==> src/rtl/iter_div_pkg.sv <==
// Shared types and constants for the iterative RV32M divider.
// Widths here describe the standard 32-bit configuration.
package iter_div_pkg;

    localparam int DIV_XLEN  = 32;
    localparam int DIV_CNT_W = 6;

    // Field order makes bit [0] the div flag, matching the one-hot op encoding.
    typedef struct packed {
        logic remu;
        logic rem;
        logic divu;
        logic div;
    } div_op_type;

    typedef struct packed {
        logic [DIV_XLEN-1:0] rdata1;
        logic [DIV_XLEN-1:0] rdata2;
        logic                enable;
        div_op_type          div_op;
    } div_in_type;

    typedef struct packed {
        logic [DIV_XLEN-1:0] result;
        logic                ready;
    } div_out_type;

    typedef enum logic [1:0] {
        IDLE = 2'd0,
        BUSY = 2'd1,
        DONE = 2'd2
    } div_state_e;

    typedef struct packed {
        div_state_e           state;
        logic [DIV_XLEN-1:0]  q;
        logic [DIV_XLEN-1:0]  r;
        logic [DIV_XLEN-1:0]  d;
        logic [DIV_CNT_W-1:0] cnt;
        logic                 neg_q;
        logic                 neg_r;
        logic                 is_rem;
        logic [DIV_XLEN-1:0]  result;
        logic                 ready;
    } div_reg_type;

    localparam div_reg_type init_div_reg = '{
        state:  IDLE,
        q:      '0,
        r:      '0,
        d:      '0,
        cnt:    '0,
        neg_q:  1'b0,
        neg_r:  1'b0,
        is_rem: 1'b0,
        result: '0,
        ready:  1'b0
    };

endpackage

==> src/rtl/iter_div_if.sv <==
// Execute-stage division handshake: operands and start pulse in, result and ready out.
interface iter_div_if #(
    parameter int XLEN = 32
);
    logic            div_in_enable;
    logic [XLEN-1:0] div_in_rdata1;
    logic [XLEN-1:0] div_in_rdata2;
    logic [3:0]      div_in_div_op;
    logic [XLEN-1:0] div_out_result;
    logic            div_out_ready;

    modport master (
        output div_in_enable,
        output div_in_rdata1,
        output div_in_rdata2,
        output div_in_div_op,
        input  div_out_result,
        input  div_out_ready
    );

    modport slave (
        input  div_in_enable,
        input  div_in_rdata1,
        input  div_in_rdata2,
        input  div_in_div_op,
        output div_out_result,
        output div_out_ready
    );
endinterface

==> src/rtl/iter_div_step.sv <==
// One radix-2 restoring iteration: shift {R,Q} left, trial-subtract D, keep or restore.
module iter_div_step #(
    parameter int XLEN = 32
) (
    input  logic [XLEN-1:0] r_i,
    input  logic [XLEN-1:0] q_i,
    input  logic [XLEN-1:0] d_i,
    output logic [XLEN-1:0] r_o,
    output logic [XLEN-1:0] q_o
);
    logic [XLEN-1:0] rs_lo;
    logic [XLEN-1:0] diff;
    logic            borrow;
    logic            ge;

    // The bit shifted out of R is the 2^XLEN weight of the trial; if set, R_shifted > D always.
    always_comb begin
        rs_lo          = {r_i[XLEN-2:0], q_i[XLEN-1]};
        {borrow, diff} = {1'b0, rs_lo} - {1'b0, d_i};
        ge             = r_i[XLEN-1] | ~borrow;
        r_o            = ge ? diff : rs_lo;
        q_o            = {q_i[XLEN-2:0], ge};
    end
endmodule

==> src/rtl/iter_div.sv <==
// Iterative radix-2 restoring divider for RV32M DIV/DIVU/REM/REMU.
// Special cases finish in one cycle; the normal path takes XLEN iterations.
module iter_div
    import iter_div_pkg::*;
#(
    parameter int XLEN  = 32,
    parameter int CNT_W = 6
) (
    input  logic      clock,
    input  logic      reset,
    iter_div_if.slave bus
);
    localparam logic [XLEN-1:0] INT_MIN = {1'b1, {(XLEN-1){1'b0}}};

    div_op_type      op;
    logic            op_valid;
    logic            is_signed;
    logic            is_rem;
    logic            sign1;
    logic            sign2;
    logic [XLEN-1:0] mag1;
    logic [XLEN-1:0] mag2;
    logic            div_zero;
    logic            ovf;

    div_state_e       state_q;
    logic [XLEN-1:0]  q_q;
    logic [XLEN-1:0]  r_q;
    logic [XLEN-1:0]  d_q;
    logic [CNT_W-1:0] cnt_q;
    logic             neg_q_q;
    logic             neg_r_q;
    logic             is_rem_q;
    logic [XLEN-1:0]  result_q;
    logic             ready_q;

    logic [XLEN-1:0]  q_d;
    logic [XLEN-1:0]  r_d;

    // Priority decode: div > divu > rem > remu.
    always_comb begin
        op        = div_op_type'(bus.div_in_div_op);
        op_valid  = op.div | op.divu | op.rem | op.remu;
        is_signed = op.div | (~op.divu & op.rem);
        is_rem    = ~op.div & ~op.divu & (op.rem | op.remu);
        sign1     = is_signed & bus.div_in_rdata1[XLEN-1];
        sign2     = is_signed & bus.div_in_rdata2[XLEN-1];
        mag1      = sign1 ? (~bus.div_in_rdata1 + 1'b1) : bus.div_in_rdata1;
        mag2      = sign2 ? (~bus.div_in_rdata2 + 1'b1) : bus.div_in_rdata2;
        div_zero  = (bus.div_in_rdata2 == '0);
        ovf       = is_signed & (bus.div_in_rdata1 == INT_MIN) & (bus.div_in_rdata2 == '1);
    end

    iter_div_step #(
        .XLEN(XLEN)
    ) u_step (
        .r_i(r_q),
        .q_i(q_q),
        .d_i(d_q),
        .r_o(r_d),
        .q_o(q_d)
    );

    always_ff @(posedge clock or negedge reset) begin
        if (!reset) begin
            state_q  <= IDLE;
            q_q      <= '0;
            r_q      <= '0;
            d_q      <= '0;
            cnt_q    <= '0;
            neg_q_q  <= 1'b0;
            neg_r_q  <= 1'b0;
            is_rem_q <= 1'b0;
            result_q <= '0;
            ready_q  <= 1'b0;
        end else if (bus.div_in_enable && op_valid) begin
            // A new request always wins, discarding any operation in flight.
            if (div_zero) begin
                state_q  <= DONE;
                ready_q  <= 1'b1;
                result_q <= is_rem ? bus.div_in_rdata1 : '1;
            end else if (ovf) begin
                state_q  <= DONE;
                ready_q  <= 1'b1;
                result_q <= is_rem ? '0 : INT_MIN;
            end else begin
                state_q  <= BUSY;
                ready_q  <= 1'b0;
                q_q      <= mag1;
                r_q      <= '0;
                d_q      <= mag2;
                cnt_q    <= CNT_W'(XLEN - 1);
                neg_q_q  <= sign1 ^ sign2;
                neg_r_q  <= sign1;
                is_rem_q <= is_rem;
            end
        end else begin
            case (state_q)
                BUSY: begin
                    q_q   <= q_d;
                    r_q   <= r_d;
                    cnt_q <= cnt_q - CNT_W'(1);
                    if (cnt_q == '0) begin
                        state_q <= DONE;
                        ready_q <= 1'b1;
                        if (is_rem_q) result_q <= neg_r_q ? (~r_d + 1'b1) : r_d;
                        else          result_q <= neg_q_q ? (~q_d + 1'b1) : q_d;
                    end
                end
                DONE: begin
                    state_q <= IDLE;
                    ready_q <= 1'b0;
                end
                default: begin
                    state_q <= IDLE;
                    ready_q <= 1'b0;
                end
            endcase
        end
    end

    assign bus.div_out_result = result_q;
    assign bus.div_out_ready  = ready_q;
endmodule

==> src/flat_wrapper.sv <==
// flat-port wrapper written by rule: the top's interface ports become plain ports
module iter_div_flat import iter_div_pkg::*;
#(
    parameter int XLEN  = 32,
    parameter int CNT_W = 6
)
  (clock, reset, bus_div_in_enable, bus_div_in_rdata1, bus_div_in_rdata2, bus_div_in_div_op, bus_div_out_result, bus_div_out_ready);
  iter_div_if #(.XLEN(XLEN)) bus_i ();
  input  logic clock;
  input  logic reset;
  input wire logic [$bits(bus_i.div_in_enable)-1:0] bus_div_in_enable;
  input wire logic [$bits(bus_i.div_in_rdata1)-1:0] bus_div_in_rdata1;
  input wire logic [$bits(bus_i.div_in_rdata2)-1:0] bus_div_in_rdata2;
  input wire logic [$bits(bus_i.div_in_div_op)-1:0] bus_div_in_div_op;
  output wire logic [$bits(bus_i.div_out_result)-1:0] bus_div_out_result;
  output wire logic [$bits(bus_i.div_out_ready)-1:0] bus_div_out_ready;
  assign bus_i.div_in_enable = bus_div_in_enable;
  assign bus_i.div_in_rdata1 = bus_div_in_rdata1;
  assign bus_i.div_in_rdata2 = bus_div_in_rdata2;
  assign bus_i.div_in_div_op = bus_div_in_div_op;
  assign bus_div_out_result = bus_i.div_out_result;
  assign bus_div_out_ready = bus_i.div_out_ready;
  iter_div #(.XLEN(XLEN), .CNT_W(CNT_W)) u_core (.clock(clock), .reset(reset), .bus(bus_i));
endmodule
==> config.mk <==
export PLATFORM = sky130hd
export DESIGN_NAME = iter_div_flat
export DESIGN_NICKNAME = d
export VERILOG_FILES = /design/src/rtl/iter_div_pkg.sv /design/src/rtl/iter_div_if.sv /design/src/rtl/iter_div_step.sv /design/src/rtl/iter_div.sv /design/src/flat_wrapper.sv
export SDC_FILE = /design/constraint.sdc
export NUM_CORES = 1
export LEC_CHECK = 0
export CAP_MARGIN = 15
export CORE_ASPECT_RATIO = 1.25
export CORE_MARGIN = 5
export CORE_UTILIZATION = 39
export DETAILED_ROUTE_END_ITERATION = 10
export GPL_TIMING_DRIVEN = 1
export HOLD_SLACK_MARGIN = 0.06
export PLACE_DENSITY = 0.58
export SLEW_MARGIN = 30
export SYNTH_ARGS = -nofsm -noshare
export SYNTH_HDL_FRONTEND = slang
export SYNTH_SLANG_ARGS = --single-unit
export TNS_END_PERCENT = 5
==> constraint.sdc <==
create_clock -name clock -period 6.15 [get_ports clock]
set_clock_uncertainty 0.05 [all_clocks]
set_input_delay 1.23 -clock clock [delete_from_list [all_inputs] [get_ports clock]]
set_output_delay 1.23 -clock clock [all_outputs]
set_load 0.01 [all_outputs]
# After elaboration in Yosys (flattened, before gate mapping)

Index checks and enable logic that the tools add are counted.

Add/subtract/negate cells: 6
Equal/unequal tests: 7
Mux-type cells: 35
Bitwise logic cells: 23
Reduce and logical (&&, ||, !) cells: 8

Operators by type and width:

| cell                                                                    | count |
|---|---|
| 32-bit 2-to-1 mux                                                       | 21 |
| 32-bit by 1-bit adder with 32-bit output, second input constant         | 4 |
| 32-bit NOT                                                              | 4 |
| 32-bit equality test, second input constant                             | 2 |
| 32-bit by 32-bit subtractor with 33-bit output                          | 1 |
| 32-bit zero test                                                        | 1 |
| 6-bit 2-to-1 mux                                                        | 4 |
| 2-bit 2-to-1 mux                                                        | 5 |
| 3-bit AND reduction                                                     | 3 |
| 1-bit AND                                                               | 7 |
| 6-bit zero test                                                         | 1 |
| 3-bit by 1-bit inequality test with 1-bit output, second input constant | 2 |
| 1-bit bitwise OR                                                        | 6 |
| 6-bit by 1-bit subtractor with 6-bit output, second input constant      | 1 |
| 1-bit 2-to-1 mux                                                        | 5 |
| 1-bit NOT                                                               | 5 |
| 2-bit inequality test, second input constant                            | 2 |
| 2-bit nonzero test                                                      | 2 |
| 2-bit by 1-bit equality test with 1-bit output, second input constant   | 1 |
| 1-bit logical AND                                                       | 1 |
| 1-bit bitwise XOR                                                       | 1 |

Register bits: 140
Input port bits: 71

# Longest topological paths before layout

Gate-level depths: netlist of the first run.

Depth in word-level cells: 11
Depth in mapped cells: 24
Gate-level depth less buffers: 19

# Cells and area by module

A second synthesis of the first run with hierarchy kept.

Cell total of the unflattened synthesis: 1390
Area, all modules: 11897.7 sq um

Modules (own cells, without submodules):

| module        | instances | cells an instance | area each (sq um) | seq. area each (sq um) |
|---|---|---|---|---|
| iter_div      | 1         | 1037              | 9218.8            | 3478.3 |
| iter_div_step | 1         | 353               | 2678.8            | 0.0 |

# Least setup slack after synthesis of the first run

Ideal clock, no wire load.

Path kind: register -> register
Start point: reg u_core.q_q[31]
End point: reg u_core.result_q[28], in the netlist u_core.bus.div_out_result[28]
Setup time: 0.077 ns
Arrival time: 5.394 ns
Path slack: 0.629 ns
Stages on the path, launching flop included: 25
Buffers on the path: 5
Path through: dfrtp_1 inv_1 ha_1 fa_1 and2b_4 o31a_4 a41oi_4 o31a_1 o21ai_4 buf_2 buf_2 buf_4 buf_2 nand2_1 o21ai_0 ha_1 inv_1 or4_1 nor4_1 a31oi_1 or3b_1 buf_2 nor3_1 mux2_1 o21ai_1

Longest elaborated chain between the ends: 11
Elaborated cells on any way between the ends: 14
Classes of those cells: 3 x add/sub; 7 x mux; 4 x bitwise

RTL lines:

| item                                           | RTL line            | text |
|---|---|---|
| start: declaration                             | iter_div.sv:27      | `logic [XLEN-1:0] q_q;` |
| start signal: assignment                       | iter_div.sv:89      | `q_q <= mag1;` |
| start signal: assignment                       | iter_div.sv:100     | `q_q <= q_d;` |
| 32-bit by 32-bit subtractor with 33-bit output | iter_div_step.sv:19 | `{borrow, diff} = {1'b0, rs_lo} - {1'b0, d_i};` |
| 1-bit NOT                                      | iter_div_step.sv:20 | `ge = r_i[XLEN-1] \| ~borrow;` |
| 1-bit bitwise OR                               | iter_div_step.sv:20 |  |
| 32-bit 2-to-1 mux                              | iter_div_step.sv:21 | `r_o = ge ? diff : rs_lo;` |
| 32-bit NOT                                     | iter_div.sv:106     | `if (is_rem_q) result_q <= neg_r_q ? (~r_d + 1'b1) : r_d;` |
| 32-bit by 1-bit adder with 32-bit output       | iter_div.sv:106     |  |
| 32-bit 2-to-1 mux                              | iter_div.sv:106     |  |
| 32-bit 2-to-1 mux *                            | iter_div.sv:106     |  |
| 32-bit 2-to-1 mux *                            | iter_div.sv:103     | `if (cnt_q == '0) begin` |
| 32-bit 2-to-1 mux *                            | iter_div.sv:98      | `case (state_q)` |
| 32-bit 2-to-1 mux *                            | iter_div.sv:76      | `end else if (bus.div_in_enable && op_valid) begin` |
| end signal: assignment                         | iter_div.sv:81      | `result_q <= is_rem ? bus.div_in_rdata1 : '1;` |
| end signal: assignment                         | iter_div.sv:106     |  |
| end signal: assignment                         | iter_div.sv:107     | `else result_q <= neg_q_q ? (~q_d + 1'b1) : q_d;` |
| end: declaration                               | iter_div.sv:34      | `logic [XLEN-1:0] result_q;` |

Mark *: on every way between the ends. The rest lies on a longest branch, timed or not. The select of a mux whose other input is x is not followed.
A chain may end at the register's enable or synchronous reset.

# Worst setup path after layout of the first run

Same ends and word-level chain as after synthesis.

==> qor.yml, run 1 <==
finish:
  nNetsFinal: 1752
  drive_above_1_share_pct: 5.63
  area_growth_syn_to_layout_pct: 16.4
  instances_no_fill: 2054
  antenna_cells: 0
sta:
  slew_headroom_pct: 41.2
  worstMarginPinSlew_ns: 0.874
  finalSetupTns_ns: 0
  hold_violations: 0
  max_freq_ghz: 0.182
  setup_violations: 0
  drv_slew: 0
  rsz0062_at_grt: "no"
  layout_setup_ws_ns: 0.642
  finalCriticalPeriod_ns: 5.51
  hold_slack_ns: 0.430
  finalCritPeriodShare_pct: 89.6
power_and_ir_drop:
  pwr-share-seq_pct: 23.7
  p_sw_uw: 2680
  max-vdd-ir-drop_mv: 0.262
  p_leak_uw: 0.00551
  p_int_uw: 2900
  power_density_nw_per_um2: 403
  clkPwrFrac_pct: 18.7
  comb_power_share_pct: 57.6
  p_sw_share_pct: 48.0
floorplan:
  die_w_um: 166
  initial_core_util_pct: 39.5
  die_h_um: 205
  rows: 71
  dieArea_um2: 34100
  core_um2: 30100
  io-pin-count: 104
grt:
  grt_pass1_vias: 11316
  grt_max_degree: 90
  met1_usage_pct: 31.1
  grt_usage_pct: 22.9
  top_usage_layer: "met2"
  grt-ovfl-total: 0
  grt_pass1_wl_mm: 62.8
  use_met3_pct: 3.00
  antenna_found_initial: 0
  met2_usage_pct: 37.7
detailed_routing:
  drc: 0
  drt_iter0_markers: 879
  wl_per_cell_um: 19.3
  routed_wl_mm: 39.7
  viasPerCell: 5.79
  vias: 11902
  final_antenna_net_count: 0
  dr.pass1.iters: 5
place:
  dp_hpwl_mm: 29.9
  dp_slack_ns: 0.721
  gp_congestion: 0.919
  io_buffers: 103
  place_inst: 2023
synthesis:
  synth.top_cell.area_share_pct: 29.3
  synth_nets: 1699
  post-synth-top-count-cell: "nand2_1"
  syn_avg_cell_area_um2: 7.49
  synthCells: 1588
  ys_async_sr_fraction_pct: 100
  ys.flop_type: "dfrtp_1"
  yosys_warnings: 0
  yosys-top-cells-count: "nand2_1, nor2_1, a21oi_1"
  yosys.area.top_type: "dfrtp_1"
  syn_area_um2: 11900
  synth_edf_count: 0
  synth_top_cells_by_area: "dfrtp_1, a21oi_1, nand2_1"
  ys_seq_elements: 139
  ys_types: 84
  ys_seq_area_share_pct: 29.3
worst_hold_path:
  hp-class: "register to register"
setup_path:
  cp-end-kind: "register"
  crit_chain: "inv_1, ha_1, fa_1, and2b_4, o31a_4, a41oi_4, o31a_1, o21ai_4, nand2_1, o21ai_0, ha_1, inv_1, or4_1, nor4_1, a31oi_1, or3b_1, nor3_1, mux2_1, o21ai_1"
  critPathKind: "register to register"
  cp_slowest_cell: "or4_1"
  timing.critical_path.fanout_max: 17
  worstPathRequired_ns: 6.47
  slowest_delay_ns: 0.61
  critical_path.n_buffers_inverters: 2
  cp_top_family: "simple AND/OR/NAND/NOR gates"
  start_kind: "register"
  arrival_ns: 5.82
flow_run:
  max_cap_viol_count: 0
outcome:
  outcome: "finished, final reports clean"
clock_network:
  ctsHtreeMaxLevel: 4
  clk_latency_ns: 0.44
  ctsHoldBuffers: 0
  postCtsSetupBuffers: 0
  cts_buffers: 17
  cts_resized: 0
  root_buffer: "clkbuf_16"
  clkSinkCount: 139
  tritoncts: "yes"
  clk_pin_slew_ns: 0.07
  clockBufferDepth: 2
layout by cell type, fill, tap and decap left out, drive strengths merged, types with 11 or more instances in the layout:
master,count
nor3,49
nor2,184
a31oi,23
or3,19
xnor2,69
a21o,12
buf,25
inv,59
o211ai,25
o31ai,25
mux2i,23
clkbuf,18
nor2b,11
dfrtp,139
nand3,24
nand4,25
nor4,20
o21ai,150
and3,13
o41ai,13
ha,39
xor2,60
or4,16
o22ai,36
nand2,202
clkdlybuf4s50,102
a21oi,156
per-stage QoR:
stage / instance area (um^2) / power [uW] / util [%]
global route: 13800 / 6010 / 46.0
global placement: 13300 / 4480 / 44.0
floorplan: 11900 / 3660 / -
CTS: 13800 / 5560 / 45.9
finish: 13800 / 5580 / 46.0
detailed placement: 13300 / 4500 / 44.0
area by class of cell:
class / count / area, um^2
fill: 3005 / 16300
clock inverter: 14 / 148
inverter: 56 / 213
timing repair buffer: 128 / 1230
clock buffer: 17 / 425
multi-input combinational: 1299 / 7840
tap: 401 / 502
sequential: 139 / 3480
power by group through the flow:
stage	clock network, uW	logic, uW	registers (uW)
5_1_grt	1090	3570	1350
6_report	1040	3220	1320
3_5_place_dp	0	3180	1330
2_1_floorplan	0	2420	1240
4_1_cts	1060	3190	1310
3_3_place_gp	0	3150	1320
routing by layer:
layer	routed length, um	vias to the layer above	share of wire, %
li1	-	5805	-
met1	17900	5714	45
met2	18600	331	47
met3	2050	52	5.2
met4	1100	0	2.8
met5	0	-	0
sequential cells by signal, indices dropped and copies added (netlist names):
signal / flops
u_core.bus.div_out_result: 32
u_core.cnt_q: 6
u_core.d_q: 32
u_core.is_rem_q: 1
u_core.neg_q_q: 1
u_core.neg_r_q: 1
u_core.q_q: 32
u_core.r_q: 32
u_core.state_q: 2
cell families after synthesis:
group                      synth area share, %
AOI/OAI and AO/OA                         26.0
adders and majority gates                 4.27
xor gates and xnor gates                  9.50
and+or+nand+nor                           23.7
DFF                                       29.3
muxes                                     2.22
buffers and inverters                     5.12
path summary, 6_finish.rpt:
path	startpoint	to	slack (ns)	depth (start not counted)
worst max-delay path	u_core.q_q[31]	u_core.bus.div_out_result[28]	0.64	19
worst min-delay path	u_core.bus.div_out_result[19]	u_core.bus.div_out_result[19]	0.43	2
worst max register to register	u_core.q_q[31]	u_core.bus.div_out_result[28]	0.64	19
min in group asynchronous	reset	u_core.q_q[24]	0.81	1
max in group asynchronous	reset	u_core.d_q[0]	4.05	2
worst min register to register	u_core.bus.div_out_result[19]	u_core.bus.div_out_result[19]	0.43	2
worst reg2reg max path: cells and delay by family (launching register included):
family	cells	cell delay [ns]
buffers and inverters	2	0.14
AND/OR/NAND/NOR	6	1.97
flip-flops	1	0.41
multiplexers	1	0.34
adder cells (fa/ha/maj)	3	0.86
AO/OA/AOI/OAI	7	1.66
(Power assumes the default switching activity.)
==> run 2: changes to the inputs <==
- CORE_UTILIZATION: 39 -> 30
- PLACE_DENSITY: 0.58 -> default
- TNS_END_PERCENT: 5 -> default
==> run 2 against run 1 <==
Via count grew 0.37%. Utilization fell by 10 points. Critical path depth fell by 3. Setup slack gained 0.099 ns. Combinational power about the same. Sequential share of layout area decreased by 0.22 points. Register-to-register slack gained 0.099 ns. Flip-flop and latch count unchanged. Power grew 0.36%. Cell area is 0.90% higher. Non-clock buffer count shrank 2.
==> qor.yml, run 2 (same netlist as run 1, synthesis figures left out) <==
outcome:
  outcome: "finished, final reports clean"
setup_path:
  arrival_ns: 5.72  # -0.10 ns
  critical_path.n_buffers_inverters: 3  # +1
  cp_top_family: "simple AND/OR/NAND/NOR gates"
  timing.critical_path.fanout_max: 51  # +34
  cp-end-kind: "register"
  start_kind: "register"
  worstPathRequired_ns: 6.46  # about the same
  cp_slowest_cell: "buf_4"
  slowest_delay_ns: 0.59  # -0.02 ns
  critPathKind: "register to register"
  crit_chain: "inv_1, ha_1, fa_1, and2b_4, o31a_4, a41oi_4, o31a_1, o21ai_4, buf_4, inv_4, nor4b_4, a31oi_1, or3b_1, nor3_1, mux2_1, o21ai_1"
finish:
  nNetsFinal: 1750  # -0.11%
  final_common_cell: "nand2_1"
  area_growth_syn_to_layout_pct: 17.5
  fillers: 4070  # +35%
  drive_above_1_share_pct: 5.57  # -0.057 points
  instances_no_fill: 2151  # +4.7%
  final_cell_mix: "nand2_1, nor2_1, a21oi_1"
detailed_routing:
  viasPerCell: 5.55  # -4.2%
  drt_iter0_markers: 1058  # +20%
  vias: 11946  # +0.37%
  dr.pass1.iters: 5  # unchanged
  routed_wl_mm: 40.5  # +2.1%
  wl_per_cell_um: 18.8  # -2.5%
  final_antenna_net_count: 0  # unchanged
  drc: 0  # unchanged
clock_network:
  ctsHoldBuffers: 0  # unchanged
  clk_pin_slew_ns: 0.06  # about the same
  clockBufferDepth: 2  # unchanged
  cts_resized: 0  # unchanged
  tritoncts: "yes"
  postCtsSetupBuffers: 0  # unchanged
  clk_latency_ns: 0.44  # about the same
  ctsHtreeMaxLevel: 4  # unchanged
  clkSinkCount: 139  # unchanged
  root_buffer: "clkbuf_16"
  cts_buffers: 17  # unchanged
floorplan:
  core_um2: 39100  # +30%
  rows: 81  # +14%
  initial_core_util_pct: 30.4  # -9.1 points
  die_w_um: 188  # +13%
  io-pin-count: 104  # unchanged
  dieArea_um2: 43700  # +28%
  die_h_um: 233  # +13%
sta:
  finalCriticalPeriod_ns: 5.41  # -0.0986 ns
  worstMarginPinSlew_ns: 0.969  # +0.0944 ns
  rsz0062_at_grt: "no"
  slew_headroom_pct: 34.7  # -6.4 points
  finalCritPeriodShare_pct: 88.0  # -1.6 points
  finalSetupTns_ns: 0  # unchanged
  max_freq_ghz: 0.185  # +1.8%
  setup_violations: 0  # unchanged
  drv_slew: 0  # unchanged
  hold_violations: 0  # unchanged
grt:
  grt-ovfl-total: 0  # unchanged
  grt_pass1_vias: 11134  # -1.6%
  grt_usage_pct: 18.0  # -4.8 points
  grt_pass1_wl_mm: 63.8  # +1.7%
  grt_max_degree: 100  # +11%
  antenna_found_initial: 0  # unchanged
power_and_ir_drop:
  p_leak_uw: 0.00551  # about the same
  power_density_nw_per_um2: 401  # -0.53%
  max-vdd-ir-drop_mv: 0.242  # -7.6%
  power_uw: 5600  # +0.36%
place:
  dp_hpwl_mm: 30.8  # +3.0%
  place_inst: 2118  # +4.7%
  gp_congestion: 0.895  # -2.6%
  io_buffers: 103  # unchanged
flow_run:
  max_cap_viol_count: 0  # unchanged
worst_hold_path:
  hp-class: "register to register"
## run 2: area by class of cell
class	count	area, um^2	area share [%]
inverter	56	213	1.52
clock inverter	14	160	1.15
clock buffer	18	439	3.14
antenna	1	2.50	0.0179
sequential	139	3480	24.9
timing repair buffer	126	1210	8.65
multi-input combinational	1299	7840	56.1
tap	498	623	4.46
## run 2: worst paths after layout
check	startpoint	endpoint	slack (ns)	cells after the start
min in group asynchronous	reset	u_core.q_q[23]	0.78	1
max in group asynchronous	reset	u_core.d_q[10]	4.20	2
worst min-delay path	u_core.bus.div_out_result[19]	u_core.bus.div_out_result[19]	0.43	2
worst max-delay path	u_core.q_q[31]	u_core.bus.div_out_result[28]	0.74	16
worst max register to register	u_core.q_q[31]	u_core.bus.div_out_result[28]	0.74	16
worst min register to register	u_core.bus.div_out_result[19]	u_core.bus.div_out_result[19]	0.43	2
## run 2: metal layers
layer / share of wire [%] / vias up / track usage [%] / wire (um)
met2: 45 / 394 / 28.3 / 18200
met5: 0 / - / 0 / 0
li1: - / 5816 / - / -
met4: 1.8 / 0 / 4.93 / 724
met1: 47 / 5703 / 26.1 / 19200
met3: 5.9 / 33 / 2.54 / 2370
## run 2: worst min-delay path, delay by kind of cell (launching register included)
family / cells / cell delay (ns)
compound gates: 1 / 0.06
flops: 1 / 0.34
simple gates: 1 / 0.04
## run 2: per-stage QoR
stage,setup slack [ns],util (%),hold WS (ns),area [um^2]
after detailed placement,0.793,34.1,0.430,13400
after floorplan,0.629,-,0.406,11900
after CTS,0.751,35.7,0.445,14000
final,0.740,35.7,0.434,14000
after global routing,0.401,35.7,0.493,14000
after global placement,0.863,34.1,0.421,13300
## run 2: power breakdown
| part | leakage (uW) | internal (uW) | switching [uW] | total, uW |
|---|---|---|---|---|
| sequential | 0.00175 | 1090 | 245 | 1330 |
| clock | 0.000281 | 617 | 466 | 1080 |
| combinational | 0.00348 | 1210 | 1980 | 3190 |
| total | 0.00551 | 2910 | 2690 | 5600 |
